### src/rtl/line_clear_if.sv
// Port-A grid bus plus the start/done handshake between the game
// controller and the line-clear engine.
interface line_clear_if #(
  parameter int DATA_WIDTH = 8,
  parameter int ADDR_WIDTH = 8
);
  logic                  start;
  logic                  busy;
  logic                  done;
  logic [4:0]            lines_cleared;
  logic [ADDR_WIDTH-1:0] mem_addr;
  logic [DATA_WIDTH-1:0] mem_wdata;
  logic                  mem_we;
  logic [DATA_WIDTH-1:0] mem_rdata;

  // Controller and grid memory side
  modport master (
    output start, mem_rdata,
    input  busy, done, lines_cleared, mem_addr, mem_wdata, mem_we
  );

  // Line-clear engine side
  modport slave (
    input  start, mem_rdata,
    output busy, done, lines_cleared, mem_addr, mem_wdata, mem_we
  );
endinterface

### src/rtl/line_clear.sv
// line_clear: after a piece locks, scans the playfield from the bottom row
// upward, removes every full row by dropping all rows above it by one,
// blanks the top row, and reports how many lines were removed.
module line_clear #(
  parameter int COLS       = 10,
  parameter int ROWS       = 20,
  parameter int DATA_WIDTH = 8,
  parameter int ADDR_WIDTH = 8
) (
  input  logic      clk,
  input  logic      rst_n,
  line_clear_if.slave bus
);
  localparam int            CW       = $clog2(COLS + 1);
  localparam logic [4:0]    LAST_ROW = 5'(ROWS - 1);
  localparam logic [CW-1:0] LAST_COL = CW'(COLS - 1);
  localparam logic [CW-1:0] NUM_COLS = CW'(COLS);
  localparam logic [CW-1:0] ONE_COL  = CW'(1);

  typedef enum logic [2:0] {
    S_IDLE,
    S_CHECK,
    S_DECIDE,
    S_SHIFT,
    S_CLEAR_TOP,
    S_DONE
  } state_t;

  state_t                state_q, state_d;
  logic [4:0]            row_q, row_d;
  logic [4:0]            dst_q, dst_d;
  logic [4:0]            lines_q, lines_d;
  logic [CW-1:0]         col_q, col_d;
  logic [CW-1:0]         rcnt_q, rcnt_d;
  logic [1:0]            phase_q, phase_d;
  logic                  full_q, full_d;
  logic                  rd_v1_q, rd_v1_d;
  logic                  rd_v2_q, rd_v2_d;
  logic                  busy_q, busy_d;
  logic                  done_q, done_d;
  logic                  we_q, we_d;
  logic [ADDR_WIDTH-1:0] addr_q, addr_d;
  logic [DATA_WIDTH-1:0] wdata_q, wdata_d;

  function automatic logic [ADDR_WIDTH-1:0] cell_addr(input logic [4:0] r,
                                                      input logic [CW-1:0] c);
    return ADDR_WIDTH'(r) * ADDR_WIDTH'(COLS) + ADDR_WIDTH'(c);
  endfunction

  assign bus.busy          = busy_q;
  assign bus.done          = done_q;
  assign bus.lines_cleared = lines_q;
  assign bus.mem_addr      = addr_q;
  assign bus.mem_wdata     = wdata_q;
  assign bus.mem_we        = we_q;

  // Next-state and registered-output computation for the scan/shift sequencer
  always_comb begin
    state_d = state_q;
    row_d   = row_q;
    dst_d   = dst_q;
    lines_d = lines_q;
    col_d   = col_q;
    rcnt_d  = rcnt_q;
    phase_d = phase_q;
    full_d  = full_q;
    rd_v1_d = 1'b0;
    rd_v2_d = rd_v1_q;
    busy_d  = busy_q;
    done_d  = 1'b0;
    we_d    = 1'b0;
    addr_d  = addr_q;
    wdata_d = wdata_q;

    case (state_q)
      S_IDLE: begin
        if (bus.start) begin
          lines_d = 5'd0;
          row_d   = LAST_ROW;
          col_d   = '0;
          rcnt_d  = '0;
          full_d  = 1'b1;
          busy_d  = 1'b1;
          state_d = S_CHECK;
        end
      end

      S_CHECK: begin
        if (col_q < NUM_COLS) begin
          addr_d  = cell_addr(row_q, col_q);
          rd_v1_d = 1'b1;
          col_d   = col_q + ONE_COL;
        end
        if (rd_v2_q) begin
          full_d = full_q & (bus.mem_rdata != '0);
          rcnt_d = rcnt_q + ONE_COL;
          if (rcnt_q == LAST_COL) begin
            state_d = S_DECIDE;
          end
        end
      end

      S_DECIDE: begin
        col_d   = '0;
        rcnt_d  = '0;
        full_d  = 1'b1;
        phase_d = 2'd0;
        if (full_q) begin
          if (lines_q != 5'd31) begin
            lines_d = lines_q + 5'd1;
          end
          dst_d   = row_q;
          state_d = (row_q == 5'd0) ? S_CLEAR_TOP : S_SHIFT;
        end else if (row_q == 5'd0) begin
          done_d  = 1'b1;
          state_d = S_DONE;
        end else begin
          row_d   = row_q - 5'd1;
          state_d = S_CHECK;
        end
      end

      S_SHIFT: begin
        case (phase_q)
          2'd0: begin
            addr_d  = cell_addr(dst_q - 5'd1, col_q);
            phase_d = 2'd1;
          end
          2'd1: begin
            phase_d = 2'd2;
          end
          default: begin
            addr_d  = cell_addr(dst_q, col_q);
            wdata_d = bus.mem_rdata;
            we_d    = 1'b1;
            phase_d = 2'd0;
            if (col_q == LAST_COL) begin
              col_d = '0;
              if (dst_q == 5'd1) begin
                state_d = S_CLEAR_TOP;
              end else begin
                dst_d = dst_q - 5'd1;
              end
            end else begin
              col_d = col_q + ONE_COL;
            end
          end
        endcase
      end

      S_CLEAR_TOP: begin
        addr_d  = cell_addr(5'd0, col_q);
        wdata_d = '0;
        we_d    = 1'b1;
        if (col_q == LAST_COL) begin
          col_d   = '0;
          rcnt_d  = '0;
          full_d  = 1'b1;
          state_d = S_CHECK;
        end else begin
          col_d = col_q + ONE_COL;
        end
      end

      S_DONE: begin
        busy_d  = 1'b0;
        state_d = S_IDLE;
      end

      default: begin
        state_d = S_IDLE;
      end
    endcase
  end

  // State and output registers; reset clears everything, dropping mem_we at once
  always_ff @(posedge clk or negedge rst_n) begin
    if (!rst_n) begin
      state_q <= S_IDLE;
      row_q   <= 5'd0;
      dst_q   <= 5'd0;
      lines_q <= 5'd0;
      col_q   <= '0;
      rcnt_q  <= '0;
      phase_q <= 2'd0;
      full_q  <= 1'b0;
      rd_v1_q <= 1'b0;
      rd_v2_q <= 1'b0;
      busy_q  <= 1'b0;
      done_q  <= 1'b0;
      we_q    <= 1'b0;
      addr_q  <= '0;
      wdata_q <= '0;
    end else begin
      state_q <= state_d;
      row_q   <= row_d;
      dst_q   <= dst_d;
      lines_q <= lines_d;
      col_q   <= col_d;
      rcnt_q  <= rcnt_d;
      phase_q <= phase_d;
      full_q  <= full_d;
      rd_v1_q <= rd_v1_d;
      rd_v2_q <= rd_v2_d;
      busy_q  <= busy_d;
      done_q  <= done_d;
      we_q    <= we_d;
      addr_q  <= addr_d;
      wdata_q <= wdata_d;
    end
  end
endmodule
### src/flat_wrapper.sv
// flat-port wrapper written by rule: the top's interface ports become plain ports
module line_clear_flat 
#(
  parameter int COLS       = 10,
  parameter int ROWS       = 20,
  parameter int DATA_WIDTH = 8,
  parameter int ADDR_WIDTH = 8
)
  (clk, rst_n, bus_start, bus_mem_rdata, bus_busy, bus_done, bus_lines_cleared, bus_mem_addr, bus_mem_wdata, bus_mem_we);
  line_clear_if #(.DATA_WIDTH(DATA_WIDTH), .ADDR_WIDTH(ADDR_WIDTH)) bus_i ();
  input  logic clk;
  input  logic rst_n;
  input wire logic [$bits(bus_i.start)-1:0] bus_start;
  input wire logic [$bits(bus_i.mem_rdata)-1:0] bus_mem_rdata;
  output wire logic [$bits(bus_i.busy)-1:0] bus_busy;
  output wire logic [$bits(bus_i.done)-1:0] bus_done;
  output wire logic [$bits(bus_i.lines_cleared)-1:0] bus_lines_cleared;
  output wire logic [$bits(bus_i.mem_addr)-1:0] bus_mem_addr;
  output wire logic [$bits(bus_i.mem_wdata)-1:0] bus_mem_wdata;
  output wire logic [$bits(bus_i.mem_we)-1:0] bus_mem_we;
  assign bus_i.start = bus_start;
  assign bus_i.mem_rdata = bus_mem_rdata;
  assign bus_busy = bus_i.busy;
  assign bus_done = bus_i.done;
  assign bus_lines_cleared = bus_i.lines_cleared;
  assign bus_mem_addr = bus_i.mem_addr;
  assign bus_mem_wdata = bus_i.mem_wdata;
  assign bus_mem_we = bus_i.mem_we;
  line_clear #(.COLS(COLS), .ROWS(ROWS), .DATA_WIDTH(DATA_WIDTH), .ADDR_WIDTH(ADDR_WIDTH)) u_core (.clk(clk), .rst_n(rst_n), .bus(bus_i));
endmodule
### config.mk
export PLATFORM = sky130hd
export DESIGN_NAME = line_clear_flat
export DESIGN_NICKNAME = d
export VERILOG_FILES = /design/src/rtl/line_clear_if.sv /design/src/rtl/line_clear.sv /design/src/flat_wrapper.sv
export SDC_FILE = /design/constraint.sdc
export NUM_CORES = 1
export LEC_CHECK = 0
export CAP_MARGIN = 25
export CORE_MARGIN = 2
export CORE_UTILIZATION = 46
export DETAILED_ROUTE_END_ITERATION = 16
export PLACE_DENSITY_LB_ADDON = 0.08
export SYNTH_ARGS = -nofsm -noshare
export SYNTH_HDL_FRONTEND = slang
export SYNTH_SLANG_ARGS = --single-unit
### constraint.sdc
create_clock -name clk -period 7.5 [get_ports clk]
set_input_delay 0.75 -clock clk [delete_from_list [all_inputs] [get_ports clk]]
set_output_delay 0.75 -clock clk [all_outputs]
set_load 0.02 [all_outputs]
==> out/qor.csv <==
metric;value;unit
status;finished clean;
peakVddDrop;0.000162;V
fin_tns_setup;0;ns
finalCritPeriodShare;45.8;%
placed_area;3750;sq um
finalClockSkew;0.00701;ns
fp.dieArea;8050;sq um
clk_pin_slew;0.11;ns
finalSetupViolCount;0;
hold_class;reg -> reg;
gp_congestion;0.824;
path_buf_inv;0;
critPathLaunchType;flop;
clk_path_buf_depth;2;
die_x;89.7;um
dieHeight;89.7;um
track_usage;18.7;%
layout_setup_ws;4.07;ns
core_area;7180;sq um
fin_cells;497;
synth_area_per_cell;9.11;sq um
first_pass_iters;5;
r2r_cells;11;
cp_max_fo;21;
synth-edff-count;0;
cts.sinks;50;
via_per_inst;5.37;
cts-htree-levels;2;
cp.required;7.71;ns
synth_most_common_cell;nand2_1;
cts_tree;done;
synthCells;371;
first_global_vias;2539;
antenna_left;0;
n_antenna_cell;0;
grt_max_degree;51;
first_iter_violations;101;
end_kind;flop;
worstHoldPathCells;0;
critPathKind;reg -> reg;
n_fill_cell;664;
preCtsSetupSlack;4.13;ns
fin_crit;3.43;ns
cts_resized;0;
crit_family;simple AND/OR/NAND/NOR gates;
dpl.hpwl;5.33;mm
grt_pass1_wl;12.5;mm
clk_latency;0.31;ns
final_layout_size_suffix_gt1_share;5.78;%
crit-reg2reg-launch;u_core.state_q[0];
report.final.slew_viol_count;0;
ys_top_cells_by_area;dfrtp_1 (37%), ha_1 (11%), nand2_1 (7.2%), nor2_1 (3.1%), o21ai_0 (3.1%);
yosysTopAreaCell;dfrtp_1;
p_leak;1.75;nW
nNetsFinal;443;
initial_utilization;47.1;%
vias;2667;
ys_top_cells_by_count;nand2_1 (65), dfrtp_1 (50), ha_1 (31), nor2_1 (28), o21ai_0 (21);
multi_input_area;2000;sq um
max_stage_delay;0.74;ns
crit_arrival;3.64;ns
min_to;u_core.rd_v2_q;
rsz0062_at_grt;no;
synth_top_area_share;37.0;%
regArea;1250;sq um
syn_area;3380;sq um
root_buffer;clkbuf_8;
hold_start;u_core.rd_v1_q;
critical_path.slowest_cell;dfrtp_1;
yosysSeqAreaShare;37.0;%
fmax;291;MHz
yosys_most_used_dff;dfrtp_1;
r2r_slack;4.07;ns
cts_setup_buffers;0;
worst_pin_slew;0.773;ns
maxCapViolations;0;
boundaryPins;35;
fin_area;3870;sq um
syn-num-nets;417;
place_inst;489;
synthArstFlopShare;100;%
row_count;31;
p_per_area;490;nW/um^2
cp_cell_sequence;nand3b_1 -> nand2_1 -> o21ai_0 -> ha_1 -> fa_1 -> a21oi_1 -> nor2_1 -> a21oi_2 -> or3b_1 -> a21oi_1 -> nand3b_1;
wirelength;7.28;mm
yosys_warnings;0;
routedWlPerCell;14.6;um
netlist-cell-type-count;61;
relSlewSlack;48.5;%
antenna_found_initial;0;
hold_violations;0;
numCtsBuffers;5;
yosys_register_bits;50;
overflow;0;
areaGrowthSynthToFinish;14.4;%
r2r-end;u_core.bus.mem_addr[7];
drc;0;
io_buffers;34;
hold_buffers;0;
[cell usage in the layout (no fill, tap or decap), types with 2 or more instances in the layout]
| master | Yosys | layout |
|---|---|---|
| and3_1 | 3 | 3 |
| nor3b_2 | 2 | 2 |
| a22o_1 | 3 | 3 |
| o21ai_0 | 21 | 21 |
| nor3_1 | 3 | 3 |
| xnor2_1 | 10 | 10 |
| o21ai_1 | 13 | 13 |
| and3b_1 | 2 | 2 |
| clkbuf_8 | 0 | 5 |
| nand3_1 | 15 | 15 |
| o31ai_1 | 3 | 3 |
| dfrtp_1 | 50 | 50 |
| a31oi_1 | 4 | 4 |
| nor2_1 | 28 | 28 |
| nor4_1 | 4 | 4 |
| ha_1 | 31 | 31 |
| nand2b_1 | 4 | 4 |
| a211o_1 | 2 | 2 |
| or4_1 | 2 | 2 |
| nand2_1 | 65 | 65 |
| a21o_1 | 3 | 3 |
| o21a_1 | 2 | 2 |
| or3b_1 | 2 | 2 |
| xor2_1 | 7 | 7 |
| o21ai_2 | 2 | 2 |
| nor2b_1 | 5 | 5 |
| nand3b_1 | 4 | 4 |
| mux2i_1 | 4 | 4 |
| mux2_1 | 3 | 3 |
| a21oi_1 | 16 | 16 |
| fa_1 | 4 | 4 |
| clkdlybuf4s50_1 | 0 | 33 |
| inv_1 | 10 | 10 |
| o211ai_1 | 2 | 2 |
| nand4_1 | 3 | 3 |
[cells by family (layout without fill, tap and decap cells)]
kind of cell | Yosys count | in the layout | share of synthesized area (%)
AND/OR/NAND/NOR | 154 | 154 | 22.9
AO/OA/AOI/OAI | 81 | 81 | 15.4
flip-flops | 50 | 50 | 37.0
adder cells (fa/ha/maj) | 35 | 35 | 13.8
buffers and inverters | 26 | 53 | 3.96
XOR/XNOR | 17 | 17 | 4.40
multiplexers | 8 | 8 | 2.52
[stage by stage]
| stage | utilization, % | hold WS [ns] | total power, W |
|---|---|---|---|
| 2_1_floorplan | - | 0.331 | 0.00140 |
| 3_3_place_gp | 52.3 | 0.333 | 0.00169 |
| 3_5_place_dp | 52.3 | 0.356 | 0.00170 |
| 4_1_cts | 53.9 | 0.361 | 0.00191 |
| 5_1_grt | 53.9 | 0.365 | 0.00208 |
| 6_report | 53.9 | 0.360 | 0.00190 |
[sequential cells by signal, indices dropped and copies added (netlist names), 2 cells and up]
name,count
u_core.row_q,5
u_core.bus.mem_wdata,8
u_core.state_q,3
u_core.rcnt_q,4
u_core.phase_q,2
u_core.col_q,4
u_core.bus.lines_cleared,5
u_core.bus.mem_addr,8
u_core.dst_q,5
[where the power goes]
part	internal, W	total (W)	switching (W)
combinational	0.000505	0.00117	0.000663
clock	0.000102	0.000206	0.000104
sequential	0.000383	0.000523	0.000140
total	0.000990	0.00190	0.000907
[worst max path at each step]
stage	from	endpoint	cells past startpoint	slack, ns
after global placement	u_core.state_q[0]	u_core.bus.mem_addr[7]	11	4.23
after global routing	u_core.state_q[0]	u_core.bus.mem_addr[7]	11	3.83
after floorplan	u_core.dst_q[0]	u_core.bus.mem_addr[7]	13	4.51
after detailed placement	u_core.state_q[0]	u_core.bus.mem_addr[7]	11	4.13
final	u_core.state_q[0]	u_core.bus.mem_addr[7]	11	4.07
after CTS	u_core.state_q[0]	u_core.bus.mem_addr[7]	11	4.11
[layer usage]
layer	vias to the layer above	wire, um	global-route usage [%]
met3	8	166	3.02
li1	1352	-	-
met4	0	82	4.87
met1	1271	3750	26.9
met5	-	0	0
met2	36	3280	29.7
[layout make-up]
type,instances,share of cell area [%]
inverters,10,0.970
clock inverters,3,1.26
repair buffers,35,8.86
multi-input cells,295,51.6
clock buffers,5,1.78
flip-flops and latches,50,32.3
well taps,99,3.20
No activity file was read; power rests on OpenSTA's default activity.
